## config.mk

```make
export PLATFORM = sky130hd
export DESIGN_NAME = bcd_convert_scheduler
export DESIGN_NICKNAME = d
export VERILOG_FILES = /design/src/rtl/bcd_pkg.sv /design/src/rtl/bcd_dabble_step.sv /design/src/rtl/bcd_convert_scheduler.sv
export SDC_FILE = /design/constraint.sdc
export NUM_CORES = 1
export LEC_CHECK = 0
export ABC_CLOCK_PERIOD_IN_PS = 5100
export CORE_UTILIZATION = 56
export DETAILED_ROUTE_END_ITERATION = 8
export PLACE_DENSITY = 0.91
export SYNTH_ARGS = -nofsm -noshare
export SYNTH_HDL_FRONTEND = slang
export SYNTH_SLANG_ARGS = --single-unit
```

## constraint.sdc

```tcl
create_clock -name clock -period 5.1 [get_ports clock]
set_input_delay 0.765 -clock clock [delete_from_list [all_inputs] [get_ports clock]]
set_output_delay 0.765 -clock clock [all_outputs]
set_load 0.01 [all_outputs]
```

## src/rtl/bcd_pkg.sv

```systemverilog
// Shared types and constants for the binary-to-BCD conversion scheduler.
package bcd_pkg;

    // Scheduler FSM: wait for a request, then run the double-dabble iterations.
    typedef enum logic {
        IDLE    = 1'b0,
        CONVERT = 1'b1
    } state_t;

    // A digit at or above the threshold is corrected before the shift.
    localparam logic [3:0] BCD_ADJ_THRESH = 4'd5;
    localparam logic [3:0] BCD_ADJ_ADD    = 4'd3;

    // Digit code the display path treats as blank.
    localparam logic [3:0] BCD_BLANK      = 4'hF;

endpackage

```

## src/rtl/bcd_dabble_step.sv

```systemverilog
// One combinational double-dabble iteration: add-3 correction on every
// digit, then a one-bit left shift of the whole digit chain.
module bcd_dabble_step
    import bcd_pkg::*;
#(
    parameter int DIGITS = 8
) (
    input  logic [DIGITS*4-1:0] digits,
    input  logic                serial_in,
    output logic [DIGITS*4-1:0] digits_next,
    output logic                carry_out
);

    logic [DIGITS*4-1:0] adj;

    // Correct each digit independently; the largest corrected value is 12,
    // so the 4-bit sum never wraps.
    generate
        for (genvar gi = 0; gi < DIGITS; gi++) begin : g_adj
            assign adj[gi*4 +: 4] = (digits[gi*4 +: 4] >= BCD_ADJ_THRESH)
                                  ? digits[gi*4 +: 4] + BCD_ADJ_ADD
                                  : digits[gi*4 +: 4];
        end
    endgenerate

    // Shifting the packed chain moves each digit's bit 3 into the next
    // digit's bit 0; the serial operand bit enters the units digit.
    assign digits_next = {adj[DIGITS*4-2:0], serial_in};
    assign carry_out   = adj[DIGITS*4-1];

endmodule

```

## src/rtl/bcd_convert_scheduler.sv

```systemverilog
// Round-robin front end sharing one sequential double-dabble engine between
// several requesters. One iteration per clock, registered packed-BCD result.
module bcd_convert_scheduler
    import bcd_pkg::*;
#(
    parameter int WIDTH  = 32,
    parameter int DIGITS = 8,
    parameter int N_REQ  = 2,
    parameter int ID_W   = $clog2(N_REQ)
) (
    input  logic                   clock,
    input  logic                   reset_n,
    input  logic [N_REQ-1:0]       req,
    input  logic [N_REQ*WIDTH-1:0] value,
    output logic [N_REQ-1:0]       grant,
    output logic                   busy,
    output logic                   done,
    output logic [ID_W-1:0]        done_id,
    output logic [DIGITS*4-1:0]    bcd,
    output logic                   overflow
);

    localparam int CNT_W = (WIDTH > 1) ? $clog2(WIDTH) : 1;

    state_t                state_reg, state_next;
    logic [WIDTH-1:0]      operand_reg, operand_next;
    logic [DIGITS*4-1:0]   digits_reg, digits_next;
    logic                  ovf_acc_reg, ovf_acc_next;
    logic [CNT_W-1:0]      count_reg, count_next;
    logic [ID_W-1:0]       winner_reg, winner_next;
    logic [ID_W-1:0]       last_grant_reg, last_grant_next;
    logic [N_REQ-1:0]      grant_reg, grant_next;
    logic                  busy_reg, busy_next;
    logic                  done_reg, done_next;
    logic [ID_W-1:0]       done_id_reg, done_id_next;
    logic [DIGITS*4-1:0]   bcd_reg, bcd_next;
    logic                  overflow_reg, overflow_next;

    logic [ID_W-1:0]       win_idx;
    logic [ID_W-1:0]       cand;
    logic [DIGITS*4-1:0]   step_digits;
    logic                  step_carry;
    logic                  ovf_final;

    // The operand is shifted left every iteration, so its MSB is always the
    // next bit to feed in (MSB first).
    bcd_dabble_step #(
        .DIGITS (DIGITS)
    ) u_step (
        .digits      (digits_reg),
        .serial_in   (operand_reg[WIDTH-1]),
        .digits_next (step_digits),
        .carry_out   (step_carry)
    );

    assign ovf_final = ovf_acc_reg | step_carry;

    // Round-robin pick: scan downward so the closest requester after
    // last_grant is the one that survives.
    always_comb begin
        win_idx = '0;
        cand    = '0;
        for (int i = N_REQ; i >= 1; i--) begin
            cand = ID_W'((int'(last_grant_reg) + i) % N_REQ);
            if (req[cand]) begin
                win_idx = cand;
            end
        end
    end

    // Next-state and datapath control for the two-state scheduler.
    always_comb begin
        state_next      = state_reg;
        operand_next    = operand_reg;
        digits_next     = digits_reg;
        ovf_acc_next    = ovf_acc_reg;
        count_next      = count_reg;
        winner_next     = winner_reg;
        last_grant_next = last_grant_reg;
        grant_next      = '0;
        busy_next       = busy_reg;
        done_next       = 1'b0;
        done_id_next    = done_id_reg;
        bcd_next        = bcd_reg;
        overflow_next   = overflow_reg;

        unique case (state_reg)
            IDLE: begin
                if (|req) begin
                    operand_next = value[win_idx*WIDTH +: WIDTH];
                    digits_next  = '0;
                    ovf_acc_next = 1'b0;
                    count_next   = '0;
                    winner_next  = win_idx;
                    grant_next   = N_REQ'(1) << win_idx;
                    busy_next    = 1'b1;
                    state_next   = CONVERT;
                end
            end
            CONVERT: begin
                operand_next = operand_reg << 1;
                digits_next  = step_digits;
                ovf_acc_next = ovf_final;
                count_next   = count_reg + 1'b1;
                if (count_reg == CNT_W'(WIDTH - 1)) begin
                    bcd_next        = ovf_final ? {DIGITS{BCD_BLANK}} : step_digits;
                    overflow_next   = ovf_final;
                    done_id_next    = winner_reg;
                    done_next       = 1'b1;
                    busy_next       = 1'b0;
                    last_grant_next = winner_reg;
                    state_next      = IDLE;
                end
            end
            default: state_next = IDLE;
        endcase
    end

    // State and output registers; reset leaves requester 0 with top priority.
    always_ff @(posedge clock or negedge reset_n) begin
        if (!reset_n) begin
            state_reg      <= IDLE;
            operand_reg    <= '0;
            digits_reg     <= '0;
            ovf_acc_reg    <= 1'b0;
            count_reg      <= '0;
            winner_reg     <= '0;
            last_grant_reg <= ID_W'(N_REQ - 1);
            grant_reg      <= '0;
            busy_reg       <= 1'b0;
            done_reg       <= 1'b0;
            done_id_reg    <= '0;
            bcd_reg        <= '0;
            overflow_reg   <= 1'b0;
        end else begin
            state_reg      <= state_next;
            operand_reg    <= operand_next;
            digits_reg     <= digits_next;
            ovf_acc_reg    <= ovf_acc_next;
            count_reg      <= count_next;
            winner_reg     <= winner_next;
            last_grant_reg <= last_grant_next;
            grant_reg      <= grant_next;
            busy_reg       <= busy_next;
            done_reg       <= done_next;
            done_id_reg    <= done_id_next;
            bcd_reg        <= bcd_next;
            overflow_reg   <= overflow_next;
        end
    end

    assign grant    = grant_reg;
    assign busy     = busy_reg;
    assign done     = done_reg;
    assign done_id  = done_id_reg;
    assign bcd      = bcd_reg;
    assign overflow = overflow_reg;

endmodule

```

==> results.md <==
* Syn_nets at approximately 640
* Die Wd at 101 um
* Setup CP Type: flop to flop
* Clock transition at path regs at ~110 ps
* Post-route ant nets at 0
* Final Power at about 3.8 mW
* CTS Buffer Depth at 2
* Fin crit share at 52.0%
* DRT Pass-1 Iters at 7
* Multi-input gate area at 0.00239 mm^2
* Cell Rows at 35
* P_leak at 2.89 nW
* DRC Markers at 0
* Fillers at between 600 and 700
* Detailed Place HPWL at ~8700 um
* Num CTS Buffers at 9
* First-pass GRT wire length at between 20000 and 25000 um
* Ports at 106
* Yosys warns at 0
* Mapped Area at approximately 0.0054 mm^2
* Ys flop type: dfrtp_1
* Vias in the first global route at roughly 4600
* Routed vias/inst at between 5 and 6
* Routability congestion estimate at 0.810
* Hold WC Path Type: flop to flop
* H-Tree Depth at 3
* Clock Skews at 13.2 ps
* Final WL at 12800 um
* Gr ovfl total at 0
* Max IR drop VDD at around 280 uV
* Area grow syn2layout at 23.5%
* Post-synth top area share at 50.6%
* Total setup buffers inserted after CTS at 0
* Peak Freq at between 300 and 400 MHz
* Initial DRC Count at between 200 and 300
* Pin slew with the least headroom to its limit at 1210 ps
* PortBufs at between 100 and 150
* Critical Path End Type: flop
* CTS tree: yes
* Max-slew headroom at 19.5%
* Post-CTS Resized at 0
* Setup-failing EPs final at 0
* Largest net degree at the start of global routing at between 70 and 80
* Die area at 0.0101 mm^2
* Worst Setup Start Kind: flop
* # hold bufs at CTS at 0
* Avg Cell Area, Syn at 9.87 um^2
* Setup TNS Final at 0 ps
* CP Max Fanout at 40
* # diodes at 0
* Final hold violation count at 0
* Final net count at slightly above 700
* Sequential element share of the synthesized area at approximately half
* Initial Utilization at 58.3%
* Post-synth EDFFs at 0
* Asr flop ratio synth at 100%
* Syn Inst Count at 551
* Core box area at roughly 0.0093 mm^2
* Max Slew Vio Count at 0
* WL/cell at about 17 um
* Post-synth top area cell: dfrtp_1
* RSZ-0062 raised after global routing: false
* Tmin final at roughly 2700 ps
* PD cells at ~570 mW/mm^2
* Clock latency on the worst-skew pair at 360 ps
* Synth cell types at 34
* Register bit total from synthesis at 111
* Sequential cell area at between 0.002 and 0.003 mm^2
* Clk sinks at 111
* Initial antenna violation count at 0
* Count leader, synth: nand2_1
* Most frequent cells after synthesis: nand2_1 (117), dfrtp_1 (110), nor2_1 (46)
* Die Y at around 100 um
* Global Route Usage Sum at between 20% and 30%
* Arr. time, crit path at 2860 ps
* Vias at 4497
* Clk root buf: clkbuf_8
* Share of layout cells above drive strength 1 at between 6 and 7%
* Max Cap Viol at 0
* Status: completed
* Critical path data required time at around 5300 ps
* Synth top area cells: dfrtp_1 (51%), nand2_1 (8.1%), mux2i_1 (5.7%)
[routing by layer]
layer / share of wire, % / track usage (%) / vias up
met5: 0 / 0 / -
met3: 4.1 / 3.95 / 49
li1: - / - / 2112
met4: 4.3 / 13.3 / 0
met2: 52 / 46.2 / 151
met1: 40 / 32.9 / 2185
[logic make-up (layout without fill, tap and decap cells)]
group	Yosys count	in the layout	share of synthesized area (%)
simple gates	187	187	14.3
flops	111	111	51.1
xor+xnor	9	9	1.45
fa+ha+maj	18	18	4.14
buf+inv	53	144	5.04
mux	40	40	7.57
compound gates	133	133	16.4
[layout make-up]
type | instances | area share (%)
Sequential cell | 111 | 41.4
Tap cell | 129 | 2.40
Multi-Input combinational cell | 387 | 35.7
Inverter | 19 | 1.06
Clock buffer | 10 | 2.05
Clock inverter | 5 | 1.21
Timing Repair Buffer | 110 | 16.2
[per-stage QoR]
| step | hold WS, ps | area [um^2] | util [%] | setup slack (ps) | instances |
|---|---|---|---|---|---|
| final | 493 | 6710 | 72.0 | 2450 | 771 |
| after global routing | 497 | 6710 | 72.0 | 2260 | 771 |
| after CTS | 491 | 6710 | 72.0 | 2480 | 771 |
| after detailed placement | 471 | 6490 | 69.6 | 2180 | 756 |
| after global placement | 464 | 6490 | 69.6 | 2310 | 756 |
| after floorplan | 446 | 5440 | - | 3390 | 551 |
[cells in the final DEF, fill, tap and decap left out, types with 2 or more instances in the layout]
cell             count
mux2i_1             31
a22o_1              10
inv_1               17
nand2b_1             9
nor3b_1              8
nand2_1            117
xnor2_1              9
ha_1                18
a41oi_1              7
dfrtp_1            109
clkdlybuf4s50_1    104
a21oi_1             20
a31oi_1             24
o221ai_1            32
bufinv_16            2
o21ai_0             36
buf_4                6
nor2_1              45
mux2_2               9
clkbuf_8            10
[where the power goes]
| part | internal (mW) | total (mW) | leakage, nW | switching, mW |
|---|---|---|---|---|
| Sequential | 1.27 | 1.57 | 1.37 | 0.295 |
| Combinational | 0.827 | 1.65 | 1.41 | 0.828 |
| Clock | 0.289 | 0.587 | 0.109 | 0.298 |
[worst max-delay path: stages, from the launching register on]
cell,delay [ps]
dfrtp_2,810
clkinv_1,840
o21ai_2,230
buf_4,390
o221ai_1,220
[worst paths after layout]
path | start | end | slack, ps | depth (start not counted)
setup / recovery | state_reg | operand_reg[13] | 2450 | 4
hold / removal | winner_reg | winner_reg | 490 | 1
setup reg to reg | state_reg | operand_reg[13] | 2450 | 4
hold reg to reg | winner_reg | winner_reg | 490 | 1
max in group asynchronous | reset_n | last_grant_reg | 3480 | 2
min in group asynchronous | reset_n | bcd[24] | 510 | 1
(Power assumes the default switching activity.)
